`src/rtl/div_unit_rv32m.sv`:
```
// Multi-cycle radix-2 restoring divider for RV32M DIV/DIVU/REM/REMU.
// Divide-by-zero and signed overflow skip the iteration loop and resolve in FIN.
module div_unit_rv32m #(
    parameter int XLEN = 32
) (
    input  logic            clk,
    input  logic            reset,
    input  logic            start,
    input  logic [1:0]      funct,
    input  logic [XLEN-1:0] dividend,
    input  logic [XLEN-1:0] divisor,
    output logic            busy,
    output logic            done,
    output logic [XLEN-1:0] result
);
    localparam int CW = $clog2(XLEN + 1);
    localparam logic [XLEN-1:0] MIN_NEG = {1'b1, {(XLEN-1){1'b0}}};

    typedef enum logic [1:0] {S_IDLE, S_CALC, S_FIN, S_DONE} state_t;

    state_t          state, state_nxt;
    logic [CW-1:0]   cnt;
    logic [XLEN-1:0] rem, quo, dvsr;
    logic            rem_op, neg_q, neg_r;

    logic            accept, is_signed, a_neg, b_neg, div0, ovf, special;
    logic [XLEN:0]   rem_sh, trial;
    logic [XLEN-1:0] q_fix, r_fix;

    assign accept    = start && (state == S_IDLE || state == S_DONE);
    assign is_signed = ~funct[0];
    assign a_neg     = is_signed & dividend[XLEN-1];
    assign b_neg     = is_signed & divisor[XLEN-1];
    assign div0      = (divisor == '0);
    assign ovf       = is_signed && (dividend == MIN_NEG) && (divisor == '1);
    assign special   = div0 | ovf;

    // The partial remainder shifted left with the next dividend bit pulled in
    assign rem_sh = {rem, quo[XLEN-1]};
    assign trial  = rem_sh - {1'b0, dvsr};
    assign q_fix  = neg_q ? (~quo + 1'b1) : quo;
    assign r_fix  = neg_r ? (~rem + 1'b1) : rem;

    always_ff @(posedge clk) begin
        if (reset) state <= S_IDLE;
        else       state <= state_nxt;
    end

    always_comb begin
        state_nxt = state;
        busy      = 1'b0;
        done      = 1'b0;
        case (state)
            S_IDLE: if (start) state_nxt = special ? S_FIN : S_CALC;
            S_CALC: begin
                busy = 1'b1;
                if (cnt == CW'(1)) state_nxt = S_FIN;
            end
            S_FIN: begin
                busy      = 1'b1;
                state_nxt = S_DONE;
            end
            S_DONE: begin
                done = 1'b1;
                if (start) state_nxt = special ? S_FIN : S_CALC;
                else       state_nxt = S_IDLE;
            end
            default: state_nxt = S_IDLE;
        endcase
    end

    always_ff @(posedge clk) begin
        if (reset) begin
            cnt    <= '0;
            rem    <= '0;
            quo    <= '0;
            dvsr   <= '0;
            rem_op <= 1'b0;
            neg_q  <= 1'b0;
            neg_r  <= 1'b0;
            result <= '0;
        end else if (accept) begin
            rem_op <= funct[1];
            cnt    <= CW'(XLEN);
            dvsr   <= b_neg ? (~divisor + 1'b1) : divisor;
            // Special cases preload the final quotient/remainder with no sign fix-up
            if (div0) begin
                quo   <= '1;
                rem   <= dividend;
                neg_q <= 1'b0;
                neg_r <= 1'b0;
            end else if (ovf) begin
                quo   <= MIN_NEG;
                rem   <= '0;
                neg_q <= 1'b0;
                neg_r <= 1'b0;
            end else begin
                quo   <= a_neg ? (~dividend + 1'b1) : dividend;
                rem   <= '0;
                neg_q <= a_neg ^ b_neg;
                neg_r <= a_neg;
            end
        end else if (state == S_CALC) begin
            cnt <= cnt - 1'b1;
            if (!trial[XLEN]) begin
                rem <= trial[XLEN-1:0];
                quo <= {quo[XLEN-2:0], 1'b1};
            end else begin
                rem <= rem_sh[XLEN-1:0];
                quo <= {quo[XLEN-2:0], 1'b0};
            end
        end else if (state == S_FIN) begin
            result <= rem_op ? r_fix : q_fix;
        end
    end
endmodule

```
`config.mk`:
```
export PLATFORM = sky130hd
export DESIGN_NAME = div_unit_rv32m
export DESIGN_NICKNAME = d
export VERILOG_FILES = /design/src/rtl/div_unit_rv32m.sv
export SDC_FILE = /design/constraint.sdc
export NUM_CORES = 1
export LEC_CHECK = 0
export BUFFER_PORTS_ARGS = -buffer_cell sky130_fd_sc_hd__buf_2
export CORE_MARGIN = 4
export CORE_UTILIZATION = 40
export CTS_CLUSTER_SIZE = 28
export DETAILED_ROUTE_END_ITERATION = 10
export GPL_TIMING_DRIVEN = 0
export PLACE_DENSITY = 0.61
export SETUP_SLACK_MARGIN = 0.02
export SYNTH_ARGS = -nofsm -noshare
export SYNTH_HDL_FRONTEND = slang
export SYNTH_SLANG_ARGS = --single-unit
```
`constraint.sdc`:
```
create_clock -name clk -period 3 [get_ports clk]
set_clock_uncertainty 0.1 [all_clocks]
set_input_delay 0.15 -clock clk [delete_from_list [all_inputs] [get_ports clk]]
set_output_delay 0.15 -clock clk [all_outputs]
set_load 0.02 [all_outputs]
```
# Yosys cells after proc, flatten, opt, wreduce, memory -nomap -nowiden
# Index checks and enable logic that the tools add are counted.
# totals
reg_bits	139
latchBits	0
ramBits	0
rom_bits	0
elab_cells	73
n_memories	0
# op_classes
n_addsub	6
n_mul	0
div	0
magnitude_cmp	0
n_eq_ne	8
n_shift	0
mux	27
bitwise_logic	11
n_reduce_logical	11
# op_table
operator	n
2-to-1 mux 32 bit	13
adder 32 x 1 -> 32 bit, second input constant	4
inverter 32 bit	4
equality test 32 bit, second input constant	2
subtractor 33 x 32 -> 33 bit	1
zero test 32 bit	1
2-to-1 mux 6 bit	2
2-to-1 mux 2 bit	4
case mux 2 bit (4 select lines)	1
2-to-1 mux 1 bit	7
equality test 6 x 1 -> 1 bit, second input constant	1
subtractor 6 x 1 -> 6 bit, second input constant	1
equality test 2 bit, second input constant	2
!= test 2 bit, second input constant	2
OR reduction 2 bit	2
logical AND 1 bit	3
inverter 1 bit	3
AND reduction 3 bit	1
AND 1 bit	2
equality test 2 x 1 -> 1 bit, second input constant	1
zero test 2 bit	1
AND reduction 2 bit	1
nonzero test 2 bit	1
logical OR 1 bit	1
2 further kinds	2

# Longest topological paths before layout
# Gate-level depths: netlist (run 1).
# depth
depth_word	7
mapped_depth	13
ltp_nobuf	11

# Worst setup path after synthesis (run 1)
# No wires, ideal clock.
# synth_path
kind	reg2reg
startpoint	register rem[6]
endpoint	register rem[11]
setup_time_ps	74
t_arrival_ps	2909
required_time_ps	2826
setup_slack_ps	-83
path_stages_with_launch	13
n_path_buf	3
period_less_slack_ps	3083
cell_sequence	dfxtp_1 ha_1 clkbuf_1 a21oi_1 nand3_1 o21a_1 o211a_1 o21a_1 clkbuf_1 nor2_1 clkbuf_1 o311ai_0 a31oi_1
# synth_via
elab_chain_len	4
# synth_rtl
element	line	text
from (decl)	23	logic [XLEN-1:0] rem, quo, dvsr;
from (signal assigned)	89	rem <= dividend;
from (signal assigned)	106	rem <= trial[XLEN-1:0];
from (signal assigned)	109	rem <= rem_sh[XLEN-1:0];
subtractor 33 x 32 -> 33 bit	40	assign trial = rem_sh - {1'b0, dvsr};
2-to-1 mux 32 bit	105	if (!trial[XLEN]) begin
2-to-1 mux 32 bit	103	end else if (state == S_CALC) begin
2-to-1 mux 32 bit	82	end else if (accept) begin
# Every way passes these cells. The select of a mux whose other input is x is not followed.
# A chain may end at the register's enable or synchronous reset.

# Final worst setup path (run 1)
# layout_path
startpoint	register rem[8]
endpoint	register result[26]
# layout_via
elab_chain_len	4
# layout_rtl
element	line	text
inverter 32 bit	42	assign r_fix = neg_r ? (~rem + 1'b1) : rem;
adder 32 x 1 -> 32 bit	42	
2-to-1 mux 32 bit	42	
2-to-1 mux 32 bit	113	result <= rem_op ? r_fix : q_fix;
to (signal assigned)	113	
to (decl)	14	output logic [XLEN-1:0] result
# Every way passes these cells.

==> results of run 1 <==
==> repair_timing <==
action                                  CTS  global route
pin swaps                                24            38
cloned                                    1             1
hold endpoints to repair                 38             0
hold buffers                             39             0
endpoints found under the setup margin   86            73
resized for setup                       119           120
setup buffers                            19            21
==> final cells by class <==
type	instances	area [um^2]	share of cell area, %
Buffer	76	345.3	2.513
Clock buffer	23	467.9	3.405
Clock inverter	8	117.6	0.8557
Inverter	57	216.5	1.575
Multi-Input combinational cell	1127	8030	58.43
Sequential cell	139	2868	20.86
Tap cell	335	419.2	3.050
Timing Repair Buffer	182	1280	9.313
==> routing by layer <==
metal / wire [um] / part of all wire [%] / global-route usage (%) / up-vias
met2: 19530 / 47 / 46.09 / 509
met5: 13 / 0.032 / 0 / -
li1: - / - / - / 5562
met4: 1818 / 4.4 / 12.16 / 2
met3: 2923 / 7.1 / 3.746 / 142
met1: 16910 / 41 / 33.71 / 5332
==> stage by stage <==
step / hold WS (ns) / instance area (um^2) / setup slack, ns
2_1_floorplan: 0.1573 / 10680 / -0.006724
3_3_place_gp: 0.3271 / 11600 / -1.248
3_5_place_dp: 0.3319 / 11600 / -1.259
4_1_cts: 0.001789 / 13110 / -0.1660
5_1_grt: 0.03804 / 13740 / -0.1849
6_report: 0.004879 / 13740 / -0.1446
==> worst max-delay path by stage <==
| stage | slack, ns | end | depth (start not counted) | startpoint |
|---|---|---|---|---|
| after floorplan | -0.007 | result[26] | 8 | rem[6] |
| after global placement | -1.25 | rem[9] | 10 | rem[24] |
| after detailed placement | -1.26 | rem[9] | 10 | rem[24] |
| after CTS | -0.17 | result[26] | 8 | rem[6] |
| after global routing | -0.18 | result[26] | 8 | rem[6] |
| final | -0.14 | result[26] | 8 | rem[8] |
==> cells by family after synthesis <==
group,share of synthesized area [%]
AO/OA/AOI/OAI,26.71
multiplexers,4.419
flip-flops,26.07
adder cells (fa/ha/maj),5.345
AND/OR/NAND/NOR,21.24
buffers and inverters,4.970
XOR/XNOR,11.24
==> sequential cells by signal, summed over array words and instances (netlist names) <==
| name | flops |
|---|---|
| cnt | 6 |
| rem | 32 |
| quo | 32 |
| dvsr | 32 |
| state | 2 |
| result | 32 |
| neg_q | 1 |
| neg_r | 1 |
| rem_op | 1 |
==> cell usage after synthesis, drive strengths merged (18+ instances only) <==
library cell / count / area [um^2]
or4: 25 / 210.2
o21ai: 111 / 559.3
a221oi: 20 / 175.2
xnor2: 77 / 674.4
a21oi: 97 / 485.5
dfxtp: 139 / 2783
ha: 44 / 550.5
nand3: 22 / 110.1
nor3: 36 / 180.2
nand2b: 21 / 131.4
a211oi: 49 / 367.9
inv: 55 / 206.5
nand4: 18 / 112.6
xor2: 60 / 525.5
nor2: 141 / 529.3
clkbuf: 77 / 289.0
mux2i: 46 / 460.4
nand2: 115 / 431.7
o31ai: 34 / 260.3
or3: 22 / 137.6
==> power breakdown <==
part           total, mW  internal, mW  leakage (nW)  switching, mW
Combinational       12.4          5.19          3.67           7.17
Clock               2.19          1.34         0.287          0.845
Sequential          3.56          2.57          1.16          0.981
==> worst max-delay path: cells and delay by family, from the launching register on <==
family | cells | cell delay [ns]
xor gates and xnor gates | 1 | 0.17
muxes | 1 | 0.10
and+or+nand+nor | 4 | 1.93
DFF | 1 | 0.40
AOI/OAI and AO/OA | 2 | 0.34
==> reports/metrics.csv, run 1 <==
stage,metric,value,unit
setup_path,Reg-to-Reg End,result[26],
timing,final period utilization,104.8,%
setup_path,reg2reg path depth,8,
setup_path,critical path's slowest cell,or4_4,
cts,H-Tree Depth,4,
timing,"Hold Vio Cnt, Final",0,
cts,CTS tree,done,
floorplanning,Die ar.,29360,um^2
timing,worst slew pin tran,0.9849,ns
final_layout,fillcell total,2500,
floorplanning,I/O pins,103,
yosys,synthesized area,10670,um^2
detailed_routing,Routed WL,41200,um
flow_run,max_cap viols,0,
cts,CTS Buf Count,17,
power_and_ir_drop,Power Dens Cells,1317,nW/um^2
detailed_routing,DRT iter0 DRCs,1006,
final_layout,final cell utilization of the core,52.60,%
global_routing,vias in the first global route,11105,
floorplanning,die height,171.4,um
yosys,"Seq/Total Area, Yosys",26.07,%
timing,RSZ-0062 raised after global routing,yes,
power_and_ir_drop,total power,18.10,mW
detailed_routing,ANT nets after route,0,
yosys,asr flop ratio synth,0,%
yosys,Syn Nets,1521,
status,status,"complete, but fails checks",
hold_path,Hold Startpoint,divisor[18],
global_routing,largest net degree at the start of global routing,17,
placement,number of port buffers,101,
timing,post-route setup slack,-0.1446,ns
placement,post-DP HPWL,31280,um
yosys,Netlist cell types,66,
global_routing,Global Route Usage Sum,26.94,%
timing,Slew headroom,34.34,%
final_layout,n_diodes,0,
floorplanning,die width,171.4,um
cts,Worst-path clk slew,0.06,ns
floorplanning,Initial Util,40.85,%
detailed_routing,DRT Pass-1 Iters,5,
hold_path,Worst Hold Endpoint,dvsr[18],
timing,setup TNS,-0.3786,ns
timing,Setup-failing EPs final,7,
detailed_routing,via count,11547,
yosys,Seq cells post-synth,139,
final_layout,Final nets,1714,
final_layout,Area Growth Syn to Fin,28.77,%
final_layout,most frequent cells in the layout,"nor2_1 (139), nand2_1 (113), dfxtp_1 (107), buf_2 (103), a21oi_1 (88)",
setup_path,CP Cell Sequence,or4_4 -> or4_4 -> or4_4 -> or4_4 -> o21ai_2 -> xor2_1 -> mux2i_1 -> a22o_1,
setup_path,Critical Path Most Common Cell,or4_4,
floorplanning,core area,26130,um^2
setup_path,Crit path largest cell delay,0.53,ns
placement,GPL Wtd Cong,1.028,
global_routing,GR Overflow Total,0,
yosys,Post-synth EDFFs,0,
cts,worst skew pair latency,0.44,ns
power_and_ir_drop,Max VDD drop,586.8,uV
final_layout,Post-Layout Cell Count,1947,
floorplanning,row count,59,
yosys,Main synth FF type,dfxtp_1,
timing,"Slew Viols, Final",0,
yosys,syn_area_per_cell,7.586,um^2
cts,total clock sinks,139,
setup_path,reg2reg start,rem[8],
cts,CTS Buffer Depth,2,
timing,Tmin final,3.145,ns
hold_path,Hold/Removal Path Class,in2reg,
detailed_routing,wire per inst,21.16,um
setup_path,worst reg2reg setup slack,-0.14,ns
yosys,Ys Warns,0,
setup_path,"Max FO, Critical Path",6,
final_layout,layout cells sized above 1,20.47,%
status,violated checks,negative setup slack,
setup_path,Worst setup EP type,flop,
placement,DP Cell Count,1843,
power_and_ir_drop,leakage power total,5.120,nW
setup_path,CP Data Required Time,3.23,ns
global_routing,antenna violations before repair,1,
yosys,Post-Synthesis Cells,1407,
timing,f_max,318.0,MHz
setup_path,Setup CP Type,reg2reg,
global_routing,first-pass GRT wire length,61700,um
final_layout,"commonest non-fill, non-tap cell in the layout",nor2_1,
detailed_routing,post-DR vias/cell,5.931,
cts,CTS root buf,clkbuf_16,
hold_path,hold-critical path depth,3,
detailed_routing,DRC violation count after routing,0,
setup_path,CP startpoint kind,flop,
setup_path,WP data arrival,3.37,ns
Note: power is estimated with default switching activity, not from simulation.
==> run 2: changes to the inputs <==
--- a/config.mk
+++ b/config.mk
@@ -8,10 +8,11 @@
 export BUFFER_PORTS_ARGS = -buffer_cell sky130_fd_sc_hd__buf_2
 export CORE_MARGIN = 4
 export CORE_UTILIZATION = 40
+export CTS_BUF_LIST = sky130_fd_sc_hd__clkbuf_8
 export CTS_CLUSTER_SIZE = 28
 export DETAILED_ROUTE_END_ITERATION = 10
 export GPL_TIMING_DRIVEN = 0
-export PLACE_DENSITY = 0.61
+export PLACE_DENSITY = 0.66
 export SETUP_SLACK_MARGIN = 0.02
 export SYNTH_ARGS = -nofsm -noshare
 export SYNTH_HDL_FRONTEND = slang
==> reports/metrics.csv, run 2 (synthesis gave the netlist of run 1 again) <==
stage,metric,value,unit,change
global_routing,GR Overflow Total,0,,unchanged
hold_path,Hold/Removal Path Class,in2reg,,
floorplanning,Die ar.,29360,um^2,unchanged
setup_path,worst reg2reg setup slack,-0.09,ns,+0.05 ns
setup_path,Critical Path Most Common Cell,or4_4,,
placement,number of port buffers,101,,unchanged
setup_path,Setup CP Type,reg2reg,,
global_routing,vias in the first global route,10989,,-1.0%
setup_path,reg2reg start,rem[6],,
timing,post-route setup slack,-0.09143,ns,+0.05317 ns
detailed_routing,post-DR vias/cell,5.909,,-0.36%
timing,RSZ-0062 raised after global routing,yes,,
timing,Tmin final,3.091,ns,-0.05317 ns
cts,total clock sinks,139,,unchanged
setup_path,"Max FO, Critical Path",3,,-3
global_routing,Global Route Usage Sum,26.52,%,-0.42 points
setup_path,critical path's slowest cell,or4_4,,
cts,Worst-path clk slew,0.09,ns,+0.03 ns
setup_path,CP Data Required Time,3.28,ns,+0.05 ns
floorplanning,die width,171.4,um,unchanged
final_layout,layout cells sized above 1,19.73,%,-0.74 points
setup_path,Reg-to-Reg End,result[26],,
placement,placed cell areas,11600,um^2,unchanged
floorplanning,I/O pins,103,,unchanged
global_routing,first-pass GRT wire length,61240,um,-0.74%
cts,CTS root buf,clkbuf_8,,
timing,"Slew Viols, Final",0,,unchanged
cts,worst skew pair latency,0.49,ns,+0.05 ns
setup_path,crit path capture,result[26],,
final_layout,Post-Layout Cell Count,1957,,+0.51%
final_layout,final cell utilization of the core,51.52,%,-1.1 points
final_layout,Final Cell Area,13460,um^2,-2.0%
timing,final period utilization,103.0,%,-1.8 points
global_routing,antenna violations before repair,0,,-1
detailed_routing,via count,11564,,+0.15%
floorplanning,row count,59,,unchanged
power_and_ir_drop,Power Dens Cells,1232,nW/um^2,-6.4%
final_layout,most frequent cells in the layout,"nor2_1 (137), nand2_1 (114), dfxtp_1 (111), buf_2 (103), a21oi_1 (90)",,
setup_path,Worst setup EP type,flop,,
detailed_routing,DRC violation count after routing,0,,unchanged
cts,CTS Buf Count,17,,unchanged
timing,final hold slack,0.007348,ns,+0.002469 ns
placement,GPL Wtd Cong,0.9861,,-4.1%
setup_path,CP Cell Sequence,or4_4 -> or4_4 -> or4_4 -> or4_4 -> o21ai_2 -> xor2_1 -> mux2i_1 -> a22o_1,,
final_layout,"commonest non-fill, non-tap cell in the layout",nor2_1,,
placement,post-DP HPWL,30460,um,-2.6%
setup_path,CP startpoint,rem[6],,
floorplanning,Initial Util,40.85,%,unchanged
detailed_routing,Routed WL,40000,um,-2.9%
timing,Setup-failing EPs final,5,,-2
cts,H-Tree Depth,4,,unchanged
timing,"Hold Vio Cnt, Final",0,,unchanged
final_layout,Area Growth Syn to Fin,26.14,%,
detailed_routing,wire per inst,20.44,um,-3.4%
status,violated checks,negative setup slack,,
detailed_routing,DRT Pass-1 Iters,6,,+1
detailed_routing,ANT nets after route,0,,unchanged
placement,DP Cell Count,1843,,unchanged
final_layout,Final nets,1723,,+0.53%
timing,Slew headroom,34.55,%,+0.21 points
setup_path,Crit path largest cell delay,0.53,ns,about the same
setup_path,WP data arrival,3.37,ns,about the same
global_routing,largest net degree at the start of global routing,17,,unchanged
power_and_ir_drop,Max VDD drop,518.1,uV,-12%
cts,CTS Buffer Depth,2,,unchanged
timing,f_max,323.5,MHz,+1.7%
placement,Setup WS pre-CTS,-1.082,ns,+0.1771 ns
final_layout,n_diodes,0,,unchanged
setup_path,CP startpoint kind,flop,,
timing,worst slew pin tran,0.9781,ns,-0.006804 ns
setup_path,reg2reg path depth,8,,unchanged
floorplanning,die height,171.4,um,unchanged
power_and_ir_drop,leakage power total,4.998,nW,-2.4%
detailed_routing,DRT iter0 DRCs,1063,,+5.7%
cts,CTS tree,done,,
flow_run,max_cap viols,0,,unchanged
status,status,"complete, but fails checks",,
floorplanning,core area,26130,um^2,unchanged
## run 2: changes by cell type in the layout (fill, tap and decap cells not counted), sizes merged
cell and delta:
inv +5, bufinv -2, clkbuf -6, clkinv +3, dlygate4sd3 +14, buf -5, clkinvlp +1
## run 2: metrics by stage
stage / setup TNS, ns / power (mW)
global placement: -47.46 / 12.68
detailed placement: -49.26 / 12.83
finish: -0.2774 / 16.59
CTS: -0.5569 / 15.35
floorplan: -0.006724 / 10.14
global route: -0.8087 / 17.71
## run 2: how the worst min path moves through the flow
stage	to	startpoint	slack [ns]	cells past startpoint
2_1_floorplan	rem[9]	dividend[9]	0.16	2
3_3_place_gp	result[20]	result[20]	0.33	1
3_5_place_dp	rem[10]	dividend[10]	0.34	3
4_1_cts	quo[26]	dividend[26]	0.001	3
5_1_grt	dvsr[19]	divisor[19]	0.02	3
6_report	dvsr[19]	divisor[19]	0.007	3
## run 2: repair_timing
action | in CTS | in global routing
gates resized for setup | 95 | 107
endpoints found under the setup margin | 81 | 72
hold endpoints to repair | 65 | 0
hold buffers | 53 | 0
pin swaps | 19 | 36
setup buffers | 19 | 17
gates cloned | 1 | 0
## run 2: critical path: cells and delay by family, from the launching register on
family                    cells  cell delay [ns]
AOI/OAI and AO/OA             2             0.34
muxes                         1             0.09
and+or+nand+nor               4             1.94
DFF                           1             0.37
xor gates and xnor gates      1             0.15
## run 2: per-layer routing
layer  part of all wire (%)  wire length, um  global-route usage, %  vias up
li1                       -                -                      -     5582
met1                     41            16310                  33.16     5334
met2                     47            18720                  45.26      540
met3                    8.4             3369                  4.758      108
met4                    4.0             1598                  10.61        0
met5                      0                0                      0        -
## run 2: area by class of cell
type	instances	area, um^2
Buffer	76	337.8
Clock buffer	17	234.0
Fill cell	2561	12670
Tap cell	335	419.2
Sequential cell	139	2850
Multi-Input combinational cell	1127	7946
Inverter	57	214.0
Timing Repair Buffer	191	1321
Clock inverter	15	141.4
## run 2: where the power goes
group / internal [mW] / switching, mW
Combinational: 4.70 / 6.83
Sequential: 2.55 / 0.961
Clock: 0.670 / 0.868
